File: src/rtl/timer_pkg.sv
// timer_pkg: shared state encoding and sizing helper for the parametrised producer timer
package timer_pkg;

    typedef enum logic [1:0] {IDLE, RUN, HOLD, DONE} state_t;

    // The next-value sum carries one extra bit so overshooting LIMIT near 2**WIDTH-1 is still visible
    function automatic int sum_width(input int width);
        return width + 1;
    endfunction

endpackage

File: src/rtl/timer_step.sv
// timer_step: combinational next-count computation with wrap/halt decision at LIMIT
module timer_step
    import timer_pkg::*;
#(
    parameter int WIDTH = 16,
    parameter int STEP  = 1,
    parameter int LIMIT = 2**WIDTH-1,
    parameter int WRAP  = 1
)(
    input  logic [WIDTH-1:0] i_counter,
    output logic [WIDTH-1:0] o_next,
    output logic             o_wrap,
    output logic             o_halt
);

    localparam int SW = sum_width(WIDTH);
    localparam logic [SW-1:0] C_STEP  = SW'(STEP);
    localparam logic [SW-1:0] C_LIMIT = SW'(LIMIT);

    logic [SW-1:0] w_sum;
    logic          w_over;

    assign w_sum  = {1'b0, i_counter} + C_STEP;
    assign w_over = w_sum > C_LIMIT;
    assign o_wrap = w_over && (WRAP != 0);
    assign o_halt = w_over && (WRAP == 0);
    assign o_next = !w_over ? w_sum[WIDTH-1:0] : (WRAP != 0 ? '0 : i_counter);

endmodule

File: src/rtl/param_timer.sv
// param_timer: producer-side stepped sample timer with one-shot replay after pause, wrap/saturate and clear
module param_timer
    import timer_pkg::*;
#(
    parameter int WIDTH = 16,
    parameter int STEP  = 1,
    parameter int LIMIT = 2**WIDTH-1,
    parameter int WRAP  = 1
)(
    input  logic             clock_1,
    input  logic             reset,
    input  logic             t_en,
    input  logic             t_clear,
    output logic             t_valid,
    output logic [WIDTH-1:0] t_out,
    output logic             t_replay,
    output logic             t_wrap,
    output logic             t_done
);

    state_t           r_state, w_state_n;
    logic [WIDTH-1:0] r_cnt, w_cnt_n;
    logic [WIDTH-1:0] r_out, w_out_n;
    logic             r_valid, w_valid_n;
    logic             r_replay, w_replay_n;
    logic             r_wrap, w_wrap_n;
    logic             r_done, w_done_n;
    logic [WIDTH-1:0] w_step_next;
    logic             w_step_wrap;
    logic             w_step_halt;

    timer_step #(
        .WIDTH (WIDTH),
        .STEP  (STEP),
        .LIMIT (LIMIT),
        .WRAP  (WRAP)
    ) u_step (
        .i_counter (r_cnt),
        .o_next    (w_step_next),
        .o_wrap    (w_step_wrap),
        .o_halt    (w_step_halt)
    );

    // Next state and next output values; valid/replay/wrap are pulses that default low each cycle
    always_comb begin
        w_state_n  = r_state;
        w_cnt_n    = r_cnt;
        w_out_n    = r_out;
        w_valid_n  = 1'b0;
        w_replay_n = 1'b0;
        w_wrap_n   = 1'b0;
        w_done_n   = r_done;
        if (t_clear) begin
            w_state_n = IDLE;
            w_cnt_n   = '0;
            w_out_n   = '0;
            w_done_n  = 1'b0;
        end else if (r_state == HOLD) begin
            if (t_en) begin
                w_valid_n  = 1'b1;
                w_replay_n = 1'b1;
                w_state_n  = RUN;
            end
        end else if (r_state != DONE) begin
            if (t_en) begin
                w_out_n   = r_cnt;
                w_valid_n = 1'b1;
                w_cnt_n   = w_step_next;
                w_wrap_n  = w_step_wrap;
                w_done_n  = w_step_halt;
                w_state_n = w_step_halt ? DONE : RUN;
            end else begin
                w_state_n = (r_state == RUN) ? HOLD : IDLE;
            end
        end
    end

    // State, counter and output registers with asynchronous reset
    always_ff @(posedge clock_1 or posedge reset) begin
        if (reset) begin
            r_state  <= IDLE;
            r_cnt    <= '0;
            r_out    <= '0;
            r_valid  <= 1'b0;
            r_replay <= 1'b0;
            r_wrap   <= 1'b0;
            r_done   <= 1'b0;
        end else begin
            r_state  <= w_state_n;
            r_cnt    <= w_cnt_n;
            r_out    <= w_out_n;
            r_valid  <= w_valid_n;
            r_replay <= w_replay_n;
            r_wrap   <= w_wrap_n;
            r_done   <= w_done_n;
        end
    end

    assign t_valid  = r_valid;
    assign t_out    = r_out;
    assign t_replay = r_replay;
    assign t_wrap   = r_wrap;
    assign t_done   = r_done;

endmodule
File: config.mk
export PLATFORM = sky130hd
export DESIGN_NAME = param_timer
export DESIGN_NICKNAME = d
export VERILOG_FILES = /design/src/rtl/timer_pkg.sv /design/src/rtl/timer_step.sv /design/src/rtl/param_timer.sv
export SDC_FILE = /design/constraint.sdc
export NUM_CORES = 1
export LEC_CHECK = 0
export ABC_AREA = 1
export CAP_MARGIN = 0
export CORE_UTILIZATION = 29
export CTS_BUF_LIST = sky130_fd_sc_hd__clkbuf_16
export DETAILED_ROUTE_END_ITERATION = 8
export PLACE_DENSITY_LB_ADDON = 0.1
export SYNTH_ARGS = -nofsm -noshare
export SYNTH_HDL_FRONTEND = slang
export SYNTH_SLANG_ARGS = --single-unit
export TNS_END_PERCENT = 1
File: constraint.sdc
create_clock -name clock_1 -period 1.8 [get_ports clock_1]
set_input_delay 0.36 -clock clock_1 [delete_from_list [all_inputs] [get_ports clock_1]]
set_output_delay 0.36 -clock clock_1 [all_outputs]
set_load 0.01 [all_outputs]
Word-level counts from Yosys, hierarchy flattened
Index checks and enable logic that the tools add are counted.
Storage, ports and cells
  bits of input ports: 4
  output and inout bits: 20
  memories: 0
  register bits: 38
  bits in latches: 0
  RAM bits: 0
  bits in read-only memories: 0
  logic and storage cells: 48
Cells by class
  multipliers: 0
  div/mod/pow operators: 0
  bitwise operators: 0
  muxes and demuxes: 29
  magnitude comparators: 1
  $add $sub $neg: 1
  equal/unequal tests: 5
  shift-type cells: 0
  reductions and logical operators: 5
Operators by type and width (count)
  $mux 16: 9
  $add 16x1->17 const B: 1
  $gt 17x16->1 const B: 1
  $mux 1: 14
  $mux 2: 6
  $ne 2x2->1 const B: 2
  $reduce_bool 2->1: 2
  $ne 3x3->1 const B: 1
  $reduce_and 3->1: 1
  $reduce_bool 3->1: 1
  $eq 2x1->1 const B: 1
  $eq 2x2->1 const B: 1
  $reduce_and 2->1: 1

Depth between registers and ports, before layout
  depth in word-level cells: 7
  mapped depth: 13
  mapped depth without buffers: 12

Cells and area by module
A second synthesis with hierarchy kept.
Unflattened totals
  cell total of the unflattened synthesis: 306
  area total of the unflattened synthesis: 2283.4 um^2
By module, submodules not included
  param_timer: cells an instance 168, area each 1615.3 um^2, instances 1, sequential area each 950.9 um^2
  timer_step: cells an instance 138, area each 668.1 um^2, instances 1, sequential area each 0.0 um^2

Worst setup path before layout
No wires, ideal clock.
  path type: register to register
  start point: register r_cnt[1]
  end point: register r_cnt[1]
  slack: 0.027 ns
  stages on the path, launching flop included: 14
  data required time: 1.683 ns
  arrival: 1.656 ns
  clock period less this slack: 1.773 ns
  library setup time: 0.117 ns
  cell sequence: dfrtp_1 ha_1 nand2_1 nor2_4 nand2_2 nand2_1 nand2_1 nor2_1 nand2_1 nor2_2 nand3_4 buf_6 nand3_2 nand2_1
Between the ends
  longest elaborated chain between the ends: 7
Ends and longest elaborated chain
  start, declared: line param_timer.sv:22  | logic [WIDTH-1:0] r_cnt, w_cnt_n;
  start signal, assigned: line param_timer.sv:90  | r_cnt <= w_cnt_n;
  $add 16x1->17 (*): line timer_step.sv:23  | assign w_sum = {1'b0, i_counter} + C_STEP;
  $gt 17x16->1: line timer_step.sv:24  | assign w_over = w_sum > C_LIMIT;
  $mux 16 (*): line timer_step.sv:27  | assign o_next = !w_over ? w_sum[WIDTH-1:0] : (WRAP != 0 ? '0 : i_counter);
  $mux 16 (*): line param_timer.sv:65  | if (t_en) begin
  $mux 16 (*): line param_timer.sv:64  | end else if (r_state != DONE) begin
  $mux 16 (*): line param_timer.sv:58  | end else if (r_state == HOLD) begin
  $mux 16 (*): line param_timer.sv:53  | if (t_clear) begin
Every way passes the cells marked *; elsewhere a longest branch is shown, timed or not. The select of a mux whose other input is x is not followed.
A chain may end at the register's enable or synchronous reset.

Worst setup path after layout
  start point: register r_cnt[0]
  end point: register r_cnt[5]
The elaborated chain is that of the path after synthesis.

==> qor.csv <==
metric,value,unit
DP HPWL,3900,um
worst skew pair latency,0.28,ns
Avg WL per Cell,12.9,um
crit-path cells,"ha_4, nand2_4, nor2_4, nand2_2, nand2_2, nand2_2, nor2_2, nand2_1, nor2_2, nand3_4, buf_12, nand3_2, nand2_1",
pre-CTS WS,-0.108,ns
DIE HEIGHT,87.2,um
Vias,1881,
CTS H-tree depth,2,
clock-pin slew on the worst setup and hold paths,0.06,ns
die area,0.00761,sq mm
vias in the first global route,1952,
Die W,87.2,um
Hold Buf Count CTS,0,
via-per-instance ratio,4.35,
Reg power frac,46.7,%
DR DRC count,0,
RSZ-0062 raised after global routing,yes,
Leak,1.38,nW
clk root buf,clkbuf_16,
failing checks,negative setup slack,
diode count,0,
WP data arrival,2.05,ns
Clock Skew,0.00431,ns
Fmax achieved,534,MHz
total core area,0.00691,sq mm
Critical Path Max Stage Delay,0.41,ns
Internal,0.00140,W
Synthesized Nets,276,
CP required,1.97,ns
# port buffers,22,
min cycle time layout,1.87,ns
status,finished with violations,
Mapped Avg Cell Area,7.80,sq um
# IOs,24,
Routed WL,5560,um
Area growth syn-to-layout,47.9,%
fin. max-slew vios,0,
Yosys cell types,29,
final setup violation count,17,
crit-path max FO,8,
Overflow after GRT,0,
total iterations of the first detailed-routing run,4,
Sw Share,23.2,%
Final ANT Viol Nets,0,
largest net degree at the start of global routing,38,
worst hold path type,in -> async,
"commonest non-fill, non-tap cell in the layout",nand2_1,
first-pass GRT wire length,9540,um
Fin. Hold Viols,0,
GR Util All Layers,16.7,%
Crit. End Element,flip-flop,
Synth Instances,270,
sequential share of the synthesized area,43.9,%
PwrDens,586,mW/mm^2
Num CTS Buffers,5,
number of placement rows,30,
Final WS setup,-0.0727,ns
switching pwr,0.000423,W
"CP delay by family, top",simple AND/OR/NAND/NOR gates,
post-synthesis cell area,0.00211,sq mm
Setup CP Type,reg -> reg,
Initial Util,30.5,%
CTS Sinks,37,
nets@finish,341,
Max Root-Sink Buffers,2,
Clock power frac,45.6,%
gpl congestion,0.773,
Setup crit start kind,flip-flop,
layout cells sized above 1,33.0,%
initial drt markers,77,
critical-path cell with the highest stage delay,dfrtp_2,
CP most frequent cell,nand2_2,
Synthesis Warnings,0,
Worst Path Buf+Inv,1,
peak supply drop,0.455,mV
most frequent cells in the layout,"nand2_1, buf_4, dfrtp_1",
Max-Cap Viols,0,
worst hold slack,0.440,ns
CTS tree,done,
Gate power share,7.7,%
Seq cells post-synth,37,
initial antenna violation count,0,
Final Cycle Share,104,%
## tightest hold or removal path, stage by stage
cell and delay (ns):
clkdlybuf4s50_1 0.40, inv_1 0.09, buf_12 0.23
## power groups by stage
stage / Clock [W] / Sequential, W / Combinational [W]
3_5_place_dp: 0 / 0.000864 / 0.000128
6_report: 0.000833 / 0.000853 / 0.000141
5_1_grt: 0.000894 / 0.000854 / 0.000157
3_3_place_gp: 0 / 0.000864 / 0.000129
4_1_cts: 0.000860 / 0.000849 / 0.000134
2_1_floorplan: 0 / 0.000867 / 0.0000606
## logic make-up (layout without fill, tap and decap cells)
logic type | Yosys count | count (layout) | share of synthesized area (%)
XOR/XNOR | 2 | 2 | 1.19
AND/OR/NAND/NOR | 169 | 169 | 39.8
flip-flops | 37 | 37 | 43.9
adder cells (fa/ha/maj) | 2 | 2 | 1.19
AO/OA/AOI/OAI | 29 | 29 | 7.54
buffers and inverters | 30 | 96 | 6.12
other | 1 | 1 | 0.178
## layout make-up
| class | count | area (sq um) |
|---|---|---|
| Tap cell | 96 | 120 |
| Multi-Input combinational cell | 203 | 1190 |
| Timing Repair Buffer | 68 | 661 |
| Clock inverter | 3 | 12.5 |
| Sequential cell | 37 | 931 |
| Inverter | 20 | 77.6 |
| Clock buffer | 5 | 125 |
| Fill cell | 732 | 3790 |
## path summary, 6_finish.rpt
check,start,to,slack (ns),cells past startpoint
min,reset,t_out[1]$_DFFE_PP0P_,0.44,3
max in group asynchronous,reset,r_cnt[3]$_DFFE_PP0P_,1.16,3
max,r_cnt[0]$_DFFE_PP0P_,r_cnt[5]$_DFFE_PP0P_,-0.07,13
max reg2reg,r_cnt[0]$_DFFE_PP0P_,r_cnt[5]$_DFFE_PP0P_,-0.07,13
min in group clock_1,r_state[1]$_DFFE_PP0P_,t_valid$_DFF_PP0_,0.47,1
min reg2reg,r_state[1]$_DFFE_PP0P_,t_valid$_DFF_PP0_,0.47,1
## per-layer routing
metal	up-vias	part of all wire, %	GRT usage (%)
li1	992	-	-
met1	862	47	21.3
met2	20	49	28.1
met3	7	3.0	3.41
met4	0	1.3	5.66
met5	-	0	0
## stage by stage
step	power [W]	cells	cell area [sq um]	util, %	TNS [ns]
after floorplan	0.000928	270	2110	-	0
after global placement	0.000993	420	2780	40.2	-1.51
after detailed placement	0.000992	420	2780	40.2	-1.52
after CTS	0.00184	430	2950	42.8	-1.81
after global routing	0.00190	432	3120	45.1	-3.44
final	0.00183	432	3120	45.1	-1.06
## Yosys cell counts (all sizes together)
cell	n	share of area, %
o21ai	19	4.5
inv	20	3.6
nand4	5	1.5
xor2	2	1.2
dfrtp	37	44
nand2	98	18
buf	5	1.7
nor2	32	8.9
a21oi	9	2.7
nand3	33	11
o21a	1	0.36
ha	2	1.2
nor3	1	0.24
clkbuf	5	0.89
conb	1	0.18
## state kept, by name, indices dropped and copies added (netlist names)
name and count:
t_out 16, t_valid 1, t_replay 1, r_cnt 16, t_wrap 1, r_state 2
## what timing repair did
item / 4_1_cts / 5_1_grt
resized for setup: 6 / 33
pin swaps: 5 / 20
buffers inserted: 2 / 1
cloned: 0 / 1
setup endpoints to repair: 17 / 17
Power figures use the tool's default switching activity.
